==> config.mk <==
export PLATFORM = sky130hd
export DESIGN_NAME = knn_topk_stream
export DESIGN_NICKNAME = d
export VERILOG_FILES = /design/src/rtl/knn_pkg.sv /design/src/rtl/topk_insert_cell.sv /design/src/rtl/knn_topk_stream.sv
export SDC_FILE = /design/constraint.sdc
export NUM_CORES = 1
export LEC_CHECK = 0
export BUFFER_PORTS_ARGS = -buffer_cell sky130_fd_sc_hd__buf_2
export CAP_MARGIN = 20
export CORE_UTILIZATION = 41
export CTS_CLUSTER_DIAMETER = 80
export CTS_CLUSTER_SIZE = 28
export DETAILED_ROUTE_END_ITERATION = 16
export SLEW_MARGIN = 20
export SYNTH_ARGS = -nofsm -noshare
export SYNTH_HDL_FRONTEND = slang
export SYNTH_SLANG_ARGS = --single-unit
==> constraint.sdc <==
create_clock -name clk -period 11.5 [get_ports clk]
set_input_delay 2.3 -clock clk [delete_from_list [all_inputs] [get_ports clk]]
set_output_delay 2.3 -clock clk [all_outputs]
set_load 0.005 [all_outputs]
==> src/rtl/knn_pkg.sv <==
// Shared types, defaults and width helpers for the streaming KNN top-K selector.
package knn_pkg;

  localparam int unsigned KDefault     = 8;
  localparam int unsigned WDefault     = 16;
  localparam int unsigned TypeWDefault = 3;

  typedef enum logic [1:0] {StLoad, StVote, StDone} state_e;

  // Ceiling log2; clog2(1) = 0, clog2(5) = 3, clog2(9) = 4.
  function automatic int unsigned clog2(input int unsigned v);
    int unsigned r;
    r = 0;
    for (int unsigned i = 0; i < 32; i++) begin
      if ((64'd1 << i) < 64'(v)) r = i + 1;
    end
    return r;
  endfunction

  // Number of distinct classes representable by a type field.
  function automatic int unsigned nclass(input int unsigned type_w);
    return 32'd1 << type_w;
  endfunction

  localparam int unsigned CntWDefault    = clog2(KDefault + 1);
  localparam int unsigned NClassDefault  = nclass(TypeWDefault);

endpackage

==> src/rtl/topk_insert_cell.sv <==
// One slot of the sorted top-K array: holds a (distance, type) entry and decides
// whether a new sample beats it; shifting is driven by the upstream slot's verdict.
module topk_insert_cell
  import knn_pkg::*;
#(
  parameter int unsigned W      = WDefault,
  parameter int unsigned TYPE_W = TypeWDefault
) (
  input  logic              clk_i,
  input  logic              rst_ni,
  input  logic              accept_i,
  input  logic              clear_i,
  input  logic              asc_i,
  input  logic [W-1:0]      new_dist_i,
  input  logic [TYPE_W-1:0] new_type_i,
  input  logic              up_valid_i,
  input  logic [W-1:0]      up_dist_i,
  input  logic [TYPE_W-1:0] up_type_i,
  input  logic              up_better_i,
  output logic              valid_o,
  output logic [W-1:0]      dist_o,
  output logic [TYPE_W-1:0] type_o,
  output logic              better_o
);

  logic              valid_q, valid_d;
  logic [W-1:0]      dist_q, dist_d;
  logic [TYPE_W-1:0] type_q, type_d;

  // Strict compare so equal distances never displace an existing entry.
  assign better_o = !valid_q | (asc_i ? (new_dist_i < dist_q) : (new_dist_i > dist_q));

  // Empty slots present zeros so shifted-in bubbles carry clean contents.
  assign valid_o = valid_q;
  assign dist_o  = valid_q ? dist_q : '0;
  assign type_o  = valid_q ? type_q : '0;

  // Next-state: clear on result handoff, else shift-from-upstream or take the new sample.
  always_comb begin
    valid_d = valid_q;
    dist_d  = dist_q;
    type_d  = type_q;
    if (clear_i) begin
      valid_d = 1'b0;
    end else if (accept_i && better_o) begin
      if (up_better_i) begin
        valid_d = up_valid_i;
        dist_d  = up_dist_i;
        type_d  = up_type_i;
      end else begin
        valid_d = 1'b1;
        dist_d  = new_dist_i;
        type_d  = new_type_i;
      end
    end
  end

  // Slot register.
  always_ff @(posedge clk_i or negedge rst_ni) begin
    if (!rst_ni) begin
      valid_q <= 1'b0;
      dist_q  <= '0;
      type_q  <= '0;
    end else begin
      valid_q <= valid_d;
      dist_q  <= dist_d;
      type_q  <= type_d;
    end
  end

endmodule

==> src/rtl/knn_topk_stream.sv <==
// Streaming top-K selector: single-cycle sorted insertion per accepted sample, then a
// one-class-per-cycle majority vote, then a held result until the consumer takes it.
module knn_topk_stream
  import knn_pkg::*;
#(
  parameter int unsigned K      = KDefault,
  parameter int unsigned W      = WDefault,
  parameter int unsigned TYPE_W = TypeWDefault
) (
  input  logic                       clk,
  input  logic                       rst,
  input  logic                       in_valid,
  output logic                       in_ready,
  input  logic [W-1:0]               in_dist,
  input  logic [TYPE_W-1:0]          in_type,
  input  logic                       in_last,
  input  logic                       ascending,
  output logic                       out_valid,
  input  logic                       out_ready,
  output logic [W*K-1:0]             out_dist,
  output logic [TYPE_W*K-1:0]        out_type,
  output logic [clog2(K+1)-1:0]      out_count,
  output logic [TYPE_W-1:0]          out_class,
  output logic [clog2(K+1)-1:0]      out_votes
);

  localparam int unsigned CntW   = clog2(K + 1);
  localparam int unsigned NClass = nclass(TYPE_W);

  state_e            state_q, state_d;
  logic              asc_q, asc_d;
  logic [CntW-1:0]   count_q, count_d;
  logic [TYPE_W-1:0] vote_c_q, vote_c_d;
  logic [TYPE_W-1:0] best_class_q, best_class_d;
  logic [CntW-1:0]   best_votes_q, best_votes_d;

  logic              accept, clear, asc_eff;
  logic [CntW-1:0]   votes;

  logic              cell_valid [K];
  logic [W-1:0]      cell_dist  [K];
  logic [TYPE_W-1:0] cell_type  [K];
  logic              better     [K];
  logic              up_valid   [K];
  logic [W-1:0]      up_dist    [K];
  logic [TYPE_W-1:0] up_type    [K];
  logic              up_better  [K];

  // rst gates ready so nothing is accepted while reset is held.
  assign in_ready  = (state_q == StLoad) & rst;
  assign accept    = in_valid & in_ready;
  assign out_valid = (state_q == StDone);
  assign clear     = out_valid & out_ready;
  // Direction is taken live on the frame's first sample, latched afterwards.
  assign asc_eff   = (count_q == '0) ? ascending : asc_q;

  for (genvar i = 0; i < K; i++) begin : g_slot
    if (i == 0) begin : g_head
      assign up_valid[i]  = 1'b0;
      assign up_dist[i]   = '0;
      assign up_type[i]   = '0;
      assign up_better[i] = 1'b0;
    end else begin : g_link
      assign up_valid[i]  = cell_valid[i-1];
      assign up_dist[i]   = cell_dist[i-1];
      assign up_type[i]   = cell_type[i-1];
      assign up_better[i] = better[i-1];
    end

    topk_insert_cell #(
      .W      (W),
      .TYPE_W (TYPE_W)
    ) u_cell (
      .clk_i       (clk),
      .rst_ni      (rst),
      .accept_i    (accept),
      .clear_i     (clear),
      .asc_i       (asc_eff),
      .new_dist_i  (in_dist),
      .new_type_i  (in_type),
      .up_valid_i  (up_valid[i]),
      .up_dist_i   (up_dist[i]),
      .up_type_i   (up_type[i]),
      .up_better_i (up_better[i]),
      .valid_o     (cell_valid[i]),
      .dist_o      (cell_dist[i]),
      .type_o      (cell_type[i]),
      .better_o    (better[i])
    );

    assign out_dist[i*W +: W]           = out_valid ? cell_dist[i] : '0;
    assign out_type[i*TYPE_W +: TYPE_W] = out_valid ? cell_type[i] : '0;
  end

  assign out_count = out_valid ? count_q      : '0;
  assign out_class = out_valid ? best_class_q : '0;
  assign out_votes = out_valid ? best_votes_q : '0;

  // Popcount of valid slots whose type matches the class under vote.
  always_comb begin
    votes = '0;
    for (int i = 0; i < K; i++) begin
      if (cell_valid[i] && (cell_type[i] == vote_c_q)) votes = votes + CntW'(1);
    end
  end

  // FSM next-state and datapath updates.
  always_comb begin
    state_d      = state_q;
    asc_d        = asc_q;
    count_d      = count_q;
    vote_c_d     = vote_c_q;
    best_class_d = best_class_q;
    best_votes_d = best_votes_q;
    unique case (state_q)
      StLoad: begin
        if (accept) begin
          if (count_q == '0) asc_d = ascending;
          if (count_q != CntW'(K)) count_d = count_q + CntW'(1);
          if (in_last) begin
            state_d      = StVote;
            vote_c_d     = '0;
            best_class_d = '0;
            best_votes_d = '0;
          end
        end
      end
      StVote: begin
        // Strict greater-than keeps the lowest class index on ties.
        if (votes > best_votes_q) begin
          best_votes_d = votes;
          best_class_d = vote_c_q;
        end
        if (vote_c_q == TYPE_W'(NClass - 1)) state_d = StDone;
        else vote_c_d = vote_c_q + TYPE_W'(1);
      end
      StDone: begin
        if (out_ready) begin
          state_d = StLoad;
          count_d = '0;
        end
      end
      default: state_d = StLoad;
    endcase
  end

  // Control and vote registers.
  always_ff @(posedge clk or negedge rst) begin
    if (!rst) begin
      state_q      <= StLoad;
      asc_q        <= 1'b0;
      count_q      <= '0;
      vote_c_q     <= '0;
      best_class_q <= '0;
      best_votes_q <= '0;
    end else begin
      state_q      <= state_d;
      asc_q        <= asc_d;
      count_q      <= count_d;
      vote_c_q     <= vote_c_d;
      best_class_q <= best_class_d;
      best_votes_q <= best_votes_d;
    end
  end

endmodule
Word-level counts from Yosys, hierarchy flattened. Cells that the tools add are included.

Bits in registers: 177. Input bits: 25. Output and inout port bits: 165. Word-level logic and storage cells: 244.

Add/sub/neg operators: 9. Magnitude comparators: 17. Equality and inequality tests: 19. Multiplexer cells: 108. Bitwise operators: 12. Reduce and logical (&&, ||, !) cells: 49.

Operators with widths (number): $mux 16 (23); $gt 16x16->1 (8); $lt 16x16->1 (8); $mux 3 (28); $mux 4 (15); $mux 1 (33); $add 4x1->4 const B (8); $eq 3x3->1 (8); $reduce_bool 2->1 (10); $reduce_and 2->1 (9); $logic_and 1x1->1 (16); $pmux 4 s2 (2); $reduce_and 4->1 (4); $pmux 3 s2 (2); $logic_not 1->1 (8); $mux 2 (4); $ne 2x2->1 const B (4); $or 1x1->1 (8); $ne 2x1->1 const B (3); $pmux 2 s3 (1); $gt 4x4->1 (1); $logic_not 4->1 (1); $ne 4x4->1 const B (1); $add 3x1->3 const B (1); other kinds (6) (8).

Longest topological paths before layout. Gate-level depths: netlist of the first run.

Depth after elaboration: 21. Mapped depth: 30. Depth with buffers taken out: 29.

Modules after synthesis. A second synthesis of the first run with hierarchy kept.

Cell total of the unflattened synthesis: 1620. Area, all modules: 15504.9 um^2.

Modules (own cells, without submodules): topk_insert_cell (g_slot[0].u_cell ...) (times used 7, cells each 149, area an instance 1535.2 um^2, seq. area each 500.5 um^2); knn_topk_stream (times used 1, cells each 426, area an instance 3221.8 um^2, seq. area each 425.4 um^2); topk_insert_cell (g_slot[7].u_cell) (times used 1, cells each 151, area an instance 1536.5 um^2, seq. area each 500.5 um^2).

Least setup slack after synthesis of the first run. No wires, ideal clock.

Path type: register to register. From: register g_slot[0].u_cell.valid_q. To: register best_class_q[0]. Setup time: 0.143 ns. Arrival time: 5.454 ns. Data required time: 11.357 ns. Slack: 5.903 ns. Stages on the path, launching flop included: 26. Path buffers: 2. Clock period less this slack: 5.597 ns. Path through: dfrtp_1 -> clkbuf_1 -> clkbuf_1 -> and4_1 -> ha_1 -> xor2_4 -> inv_1 -> ha_1 -> nand2_1 -> nand4b_1 -> o21ai_0 -> mux2i_1 -> xnor2_1 -> o21ai_0 -> ha_1 -> xnor2_2 -> a211oi_1 -> ha_1 -> mux2_2 -> ha_1 -> nor2b_1 -> o21a_1 -> o21a_1 -> o211a_1 -> a21oi_1 -> o21ai_0.

Word-level cells in the longest chain between the ends: 21.

Ends and longest elaborated chain: from (decl) (RTL line topk_insert_cell.sv:26) `logic valid_q, valid_d;`; from (signal assigned) (RTL line topk_insert_cell.sv:65) `valid_q <= valid_d;`; $mux 3 (RTL line topk_insert_cell.sv:36) `assign type_o = valid_q ? type_q : '0;`; $eq 3x3->1 (RTL line knn_topk_stream.sv:103) `if (cell_valid[i] && (cell_type[i] == vote_c_q)) votes = votes + CntW'(1);`; $logic_and 1x1->1 * (RTL line knn_topk_stream.sv:103); $mux 1 * (RTL line knn_topk_stream.sv:103); $add 4x1->4 (RTL line knn_topk_stream.sv:103); $mux 4 * (RTL line knn_topk_stream.sv:103); $add 4x1->4 (RTL line knn_topk_stream.sv:103); $mux 4 * (RTL line knn_topk_stream.sv:103); [... 5 more ...]; $mux 4 * (RTL line knn_topk_stream.sv:103); $add 4x1->4 (RTL line knn_topk_stream.sv:103); $mux 4 * (RTL line knn_topk_stream.sv:103); $add 4x1->4 (RTL line knn_topk_stream.sv:103); $mux 4 * (RTL line knn_topk_stream.sv:103); $gt 4x4->1 * (RTL line knn_topk_stream.sv:130) `if (votes > best_votes_q) begin`; $ne 2x2->1 (no source line) *; $reduce_and 4->1 (no source line) *; to (signal assigned) (RTL line knn_topk_stream.sv:161) `best_class_q <= best_class_d;`; to (decl) (RTL line knn_topk_stream.sv:34) `logic [TYPE_W-1:0] best_class_q, best_class_d;`.

Mark *: on every way between the ends. The rest lies on a longest branch, timed or not. A chain may end at the register's enable or synchronous reset.

Final worst setup path of the first run.
From: register vote_c_q[2]. To: register best_class_q[1].

Word-level cells in the longest chain between the ends: 20. Elaborated cells on any way between the ends: 34. Classes of those cells: 7 x add/sub; 1 x order compare; 9 x eq/ne; 8 x mux; 9 x reduce/logical.

Ends and longest elaborated chain: from (decl) (RTL line knn_topk_stream.sv:33) `logic [TYPE_W-1:0] vote_c_q, vote_c_d;`; from (signal assigned) (RTL line knn_topk_stream.sv:160) `vote_c_q <= vote_c_d;`; $eq 3x3->1 (RTL line knn_topk_stream.sv:103); $logic_and 1x1->1 (RTL line knn_topk_stream.sv:103); $mux 1 (RTL line knn_topk_stream.sv:103); $add 4x1->4 (RTL line knn_topk_stream.sv:103); $mux 4 (RTL line knn_topk_stream.sv:103); $add 4x1->4 (RTL line knn_topk_stream.sv:103); $mux 4 (RTL line knn_topk_stream.sv:103); $add 4x1->4 (RTL line knn_topk_stream.sv:103); [... 4 more ...]; $mux 4 (RTL line knn_topk_stream.sv:103); $add 4x1->4 (RTL line knn_topk_stream.sv:103); $mux 4 (RTL line knn_topk_stream.sv:103); $add 4x1->4 (RTL line knn_topk_stream.sv:103); $mux 4 * (RTL line knn_topk_stream.sv:103); $gt 4x4->1 * (RTL line knn_topk_stream.sv:130); $ne 2x2->1 (no source line) *; $reduce_and 4->1 (no source line) *.

Marks and branches as above.

==> flow_summary.toml, run 1 <==
[cells_and_area]
stdcell_area_sq_um = 15600
regArea_sq_um = 4430
nNetsFinal = 1834
syn2layout_area_growth_pct = 13.4
final_cell_mix = "buf_2 (188), dfrtp_1 (177), and3_1 (152)"
multi_input_area_sq_um = 8370
fillers = 3176
diodes = 0
final_core_util = 0.476
final_common_cell = "buf_2"
stdcell_count = 2119
drive_gt1_frac = 0.203

[timing]
tightest_slew_ns = 1.12
skew_ns = 0.0207
finalHoldViolCount = 0
setup-tns-final_ns = 0
fmax_ghz = 0.159
setup_slack_ns = 5.20
post-route-period-util = 0.548
setup_viol = 0
drv_slew = 0
slew_headroom = 0.254
rsz0062_at_grt = "no"
fin_crit_ns = 6.30

[global_route]
grt_max_degree = 156
grt_antenna_before_repair = 0
grt_pass1_vias = 11512
grt_pass1_wl_um = 64100
grt_overflow = 0
grt_usage = 0.240

[pwr]
power_density_nw_per_um2 = 272
peakVddDrop_v = 0.000135
switching_share = 0.464
combPwrFrac = 0.567
clockPowerShare = 0.134
leakage_uw = 0.00813
p_sw_uw = 1970
p_int_uw = 2270
seq_power_share = 0.299

[route]
drt-met1-wl_um = 18800
routed-wl-met2_um = 18700
antenna_left = 0
firstDrtPassIters = 5
route.met3.wl_um = 1730
wl_per_cell_um = 18.9
viasPerCell = 5.52
drt-initial-drc-count = 826
routed_wl_um = 40100
routed.top_layer = "met4"
drc = 0
vias = 11699

[critical_path]
cp_common_cell = "ha_1"
arrival_ns = 6.60
worst-path-max-fanout = 11
critPathLaunchType = "flip-flop"
cp.required_ns = 11.80
r2r-start = "vote_c_q[2]$_DFFE_PN0P_"
r2r_cells = 25
worst_path_max_delay_cell = "dfrtp_1"
timing.critical_path.max_delay_family = "compound AO/OA/AOI/OAI gates"
rrSetupSlack_ns = 5.20
path_class = "flip-flop to flip-flop"
max_stage_delay_ns = 0.78
r2r_end = "best_class_q[1]$_DFFE_PN0P_"
worst_setup_path_end_kind = "flip-flop"
worst-path-buf-inv = 2
cp.depth = 25

[clock_network]
ctsHoldBuffers = 0
path_clk_slew_ns = 0.07
cts_setup_buffers = 0
cts_buffers = 17
cts_buffer_depth = 2
cts.sinks = 177
cts_root_buffer = "clkbuf_16"
htree_levels = 4
cts_tree = "yes"
cts_resized = 0
clk_latency_ns = 0.44

[yosys]
yosysSeqAreaShare = 0.323
syn_inst = 1537
synth_edf_count = 0
synth_top_area_cell = "dfrtp_1"
synth.cell_area_sq_um = 13700
ys.warnings.count = 0
synth-main-ff-cell = "dfrtp_1"
synth.avg_cell_area_sq_um = 8.92
synthTopCellsByArea = "dfrtp_1 (32%), ha_1 (13%), and3_1 (6.9%), mux2_2 (6.4%), mux2i_1 (5.4%)"
synth_top_area_share = 0.323
ys_ff_latch = 177
synth_nets = 1706
synth-async-reset-ratio = 1.00
synth_cell_type_count = 53

[floorplan]
dieArea_sq_um = 34200
die_w_um = 185
core_area_sq_um = 32700
rows = 66
start_util = 0.419
io_pins = 190
die_h_um = 185

[placement]
dp_hpwl_um = 29500
dp_slack_ns = 5.14
gp_congestion = 0.892
portBuffers = 189
post_dp_cell_area_sq_um = 15000
place_inst = 2088

[min_path]
hp-start = "best_class_q[0]$_DFFE_PN0P_"
whs_path_depth = 2
hold_path_class = "flip-flop to flip-flop"
min_to = "best_class_q[0]$_DFFE_PN0P_"

[status]
outcome = "finished, final reports clean"

[run]
max_cap_viol_count = 0
worst min-delay path, stage by stage (launching register included):
cell and delay, ns:
dfrtp_1 0.34, nand2_1 0.05, o21ai_0 0.06
layer usage:
metal	up-vias	track usage
met5	-	0
li1	5697	-
met1	5621	0.331
met2	334	0.398
met3	47	0.0324
met4	0	0.0565
synthesized netlist by cell type, types with 6 or more instances:
master / count
dfrtp_1: 177
and3_1: 152
inv_1: 149
ha_1: 144
o21ai_0: 114
nand2_1: 113
clkbuf_1: 82
mux2_2: 78
mux2i_1: 74
a21oi_1: 54
nand3_1: 51
a21o_1: 46
nor2_1: 45
o31ai_1: 36
nand4_1: 32
xnor2_1: 27
nor3_1: 22
nor2b_1: 17
o21a_1: 17
and2_1: 14
o211ai_1: 10
buf_2: 8
a22o_1: 7
xnor2_2: 6
power by group through the flow:
stage | sequential, uW | combinational [uW] | clock [uW]
after floorplan | 1080 | 1990 | 0
after global placement | 1270 | 2340 | 0
after detailed placement | 1280 | 2390 | 0
after CTS | 1270 | 2410 | 577
after global routing | 1310 | 2700 | 603
final | 1270 | 2400 | 569
metrics by stage:
stage / power [uW] / hold slack [ns]
after global placement: 3610 / 0.469
after CTS: 4250 / 0.493
after floorplan: 3070 / 0.442
after global routing: 4620 / 0.518
final: 4240 / 0.488
after detailed placement: 3670 / 0.477
flip-flops by register name, indices dropped and copies added (netlist names):
signal	count
state_q	2
best_class_q	3
best_votes_q	4
g_slot.u_cell.valid_o	8
asc_q	1
g_slot.u_cell.type_q	24
count_q	4
vote_c_q	3
g_slot.u_cell.dist_q	128
worst max-delay path by stage:
stage	endpoint	startpoint
finish	best_class_q[1]$_DFFE_PN0P_	vote_c_q[2]$_DFFE_PN0P_
global route	best_class_q[0]$_DFFE_PN0P_	vote_c_q[2]$_DFFE_PN0P_
detailed placement	g_slot[1].u_cell.dist_q[9]$_DFFE_PN0P_	in_dist[0]
CTS	best_class_q[1]$_DFFE_PN0P_	g_slot[0].u_cell.valid_o$_DFFE_PN0P_
global placement	best_class_q[1]$_DFFE_PN0P_	g_slot[0].u_cell.valid_o$_DFFE_PN0P_
floorplan	best_class_q[0]$_DFFE_PN0P_	g_slot[0].u_cell.valid_o$_DFFE_PN0P_
cell families after synthesis:
family / count (synthesis) / share of synthesized area
and+or+nand+nor: 467 / 0.180
AOI/OAI and AO/OA: 308 / 0.141
buffers and inverters: 246 / 0.0703
DFF: 177 / 0.323
muxes: 152 / 0.118
adders and majority gates: 145 / 0.132
xor gates and xnor gates: 42 / 0.0353
cell type report:
| cell class | instances | area share |
|---|---|---|
| Clock inverter | 12 | 0.00652 |
| Sequential cell | 177 | 0.285 |
| Inverter | 150 | 0.0362 |
| Multi-Input combinational cell | 1114 | 0.538 |
| Clock buffer | 19 | 0.0285 |
| Timing Repair Buffer | 205 | 0.0700 |
| Tap cell | 442 | 0.0356 |
No activity file was read; power rests on OpenSTA's default activity.
==> run 2, diff against run 1 <==
clock period = 6.2 ns   (was 11.5 ns; I/O delays follow)
==> flow_summary.toml, run 2 (synthesized netlist as in run 1, its figures left out) <==
[cells_and_area]
final_cell_mix = "buf_2 (188), dfrtp_1 (177), and3_1 (152)"
syn2layout_area_growth_pct = 14.3
top_register = "g_slot.u_cell.dist_q"
final_common_cell = "buf_2"
diodes = 0
largest_reg_flops = 128
nNetsFinal = 1845
drive_gt1_frac = 0.209

[timing]
finalHoldViolCount = 0
tightest_slew_ns = 1.06
drv_slew = 0
rsz0062_at_grt = "no"
fmax_ghz = 0.174
setup_viol = 0
skew_ns = 0.0163
fin_crit_ns = 5.76
post-route-period-util = 0.929
slew_headroom = 0.296
setup-tns-final_ns = 0
fin_hold_ws_ns = 0.502

[global_route]
grt_max_degree = 87
grt_usage = 0.240
grt_pass1_wl_um = 64300
grt_overflow = 0
grt_pass1_vias = 11984
grt_antenna_before_repair = 0

[route]
drt-initial-drc-count = 690
wl_per_cell_um = 18.7
firstDrtPassIters = 5
drc = 0
antenna_left = 0
viasPerCell = 5.55
vias = 11830
routed_wl_um = 39800

[placement]
portBuffers = 189
gp_congestion = 0.869
dp_hpwl_um = 30400

[pwr]
seq_power_share = 0.284
switching_share = 0.459
power_density_nw_per_um2 = 508
combPwrFrac = 0.580
p_int_uw = 4310
p_sw_uw = 3660
peakVddDrop_v = 0.000227
leakage_uw = 0.00820
clockPowerShare = 0.136

[clock_network]
cts_tree = "yes"
ctsHoldBuffers = 0
htree_levels = 4
path_clk_slew_ns = 0.07
cts_buffers = 17
cts_root_buffer = "clkbuf_16"
clk_latency_ns = 0.43
cts_resized = 0
cts_buffer_depth = 2
cts.sinks = 177
cts_setup_buffers = 0

[floorplan]
core_area_sq_um = 32700
dieArea_sq_um = 34200
io_pins = 190
rows = 66
die_w_um = 185
start_util = 0.419
die_h_um = 185

[run]
max_cap_viol_count = 0

[critical_path]
worst_path_max_delay_cell = "dfrtp_1"
worst_setup_path_end_kind = "flip-flop"
max_stage_delay_ns = 0.43
cp.required_ns = 6.51
path_class = "flip-flop to flip-flop"
worst-path-max-fanout = 8
critPathLaunchType = "flip-flop"
cp_common_cell = "ha_1"
arrival_ns = 6.06

[status]
outcome = "finished, final reports clean"

[min_path]
hold_path_class = "flip-flop to flip-flop"
## run 2: metal layers
metal / vias up / GRT usage / wire length (um)
li1: 5711 / - / -
met1: 5769 / 0.318 / 18300
met2: 306 / 0.409 / 19100
met3: 44 / 0.0295 / 1650
met4: 0 / 0.0691 / 755
met5: - / 0 / 0
## run 2: power by group through the flow
| stage | Clock (uW) | Sequential (uW) | Combinational, uW |
|---|---|---|---|
| after global placement | 0 | 2270 | 4430 |
| after CTS | 1110 | 2260 | 4610 |
| final | 1090 | 2260 | 4620 |
| after global routing | 1150 | 2350 | 5190 |
| after detailed placement | 0 | 2280 | 4580 |
| after floorplan | 0 | 2000 | 3690 |
## run 2: worst max-delay path, delay by kind of cell, from the launching register on
family	cells	cell delay (ns)
mux	2	0.40
xor+xnor	4	0.85
simple gates	4	0.57
fa+ha+maj	5	1.61
flops	1	0.43
buf+inv	2	0.19
compound gates	8	1.60
## run 2: layout make-up
class / count / area (sq um)
fill: 3236 / 17000
multi-input combinational: 1114 / 8390
sequential: 177 / 4430
timing repair buffer: 216 / 1160
inverter: 150 / 563
tap: 442 / 553
clock buffer: 20 / 457
clock inverter: 11 / 123
## run 2: per-stage QoR
stage	util	area (sq um)	std cells	total power [uW]	setup slack (ns)
after detailed placement	0.461	15100	2099	6860	0.183
final	0.479	15700	2130	7970	0.441
after CTS	0.479	15700	2130	7970	0.182
after global placement	0.461	15100	2098	6700	0.478
after global routing	0.479	15700	2130	8690	0.0345
after floorplan	-	13700	1537	5700	0.603
## run 2: final timing paths
path | cells after the start | startpoint | endpoint | slack (ns)
max in group asynchronous | 3 | rst | g_slot[2].u_cell.dist_q[13]$_DFFE_PN0P_ | 3.69
setup / recovery | 25 | vote_c_q[2]$_DFFE_PN0P_ | best_class_q[0]$_DFFE_PN0P_ | 0.44
hold / removal | 2 | g_slot[2].u_cell.dist_q[14]$_DFFE_PN0P_ | g_slot[2].u_cell.dist_q[14]$_DFFE_PN0P_ | 0.50
min in group asynchronous | 1 | rst | g_slot[7].u_cell.dist_q[0]$_DFFE_PN0P_ | 0.62
hold reg to reg | 2 | g_slot[2].u_cell.dist_q[14]$_DFFE_PN0P_ | g_slot[2].u_cell.dist_q[14]$_DFFE_PN0P_ | 0.50
setup reg to reg | 25 | vote_c_q[2]$_DFFE_PN0P_ | best_class_q[0]$_DFFE_PN0P_ | 0.44
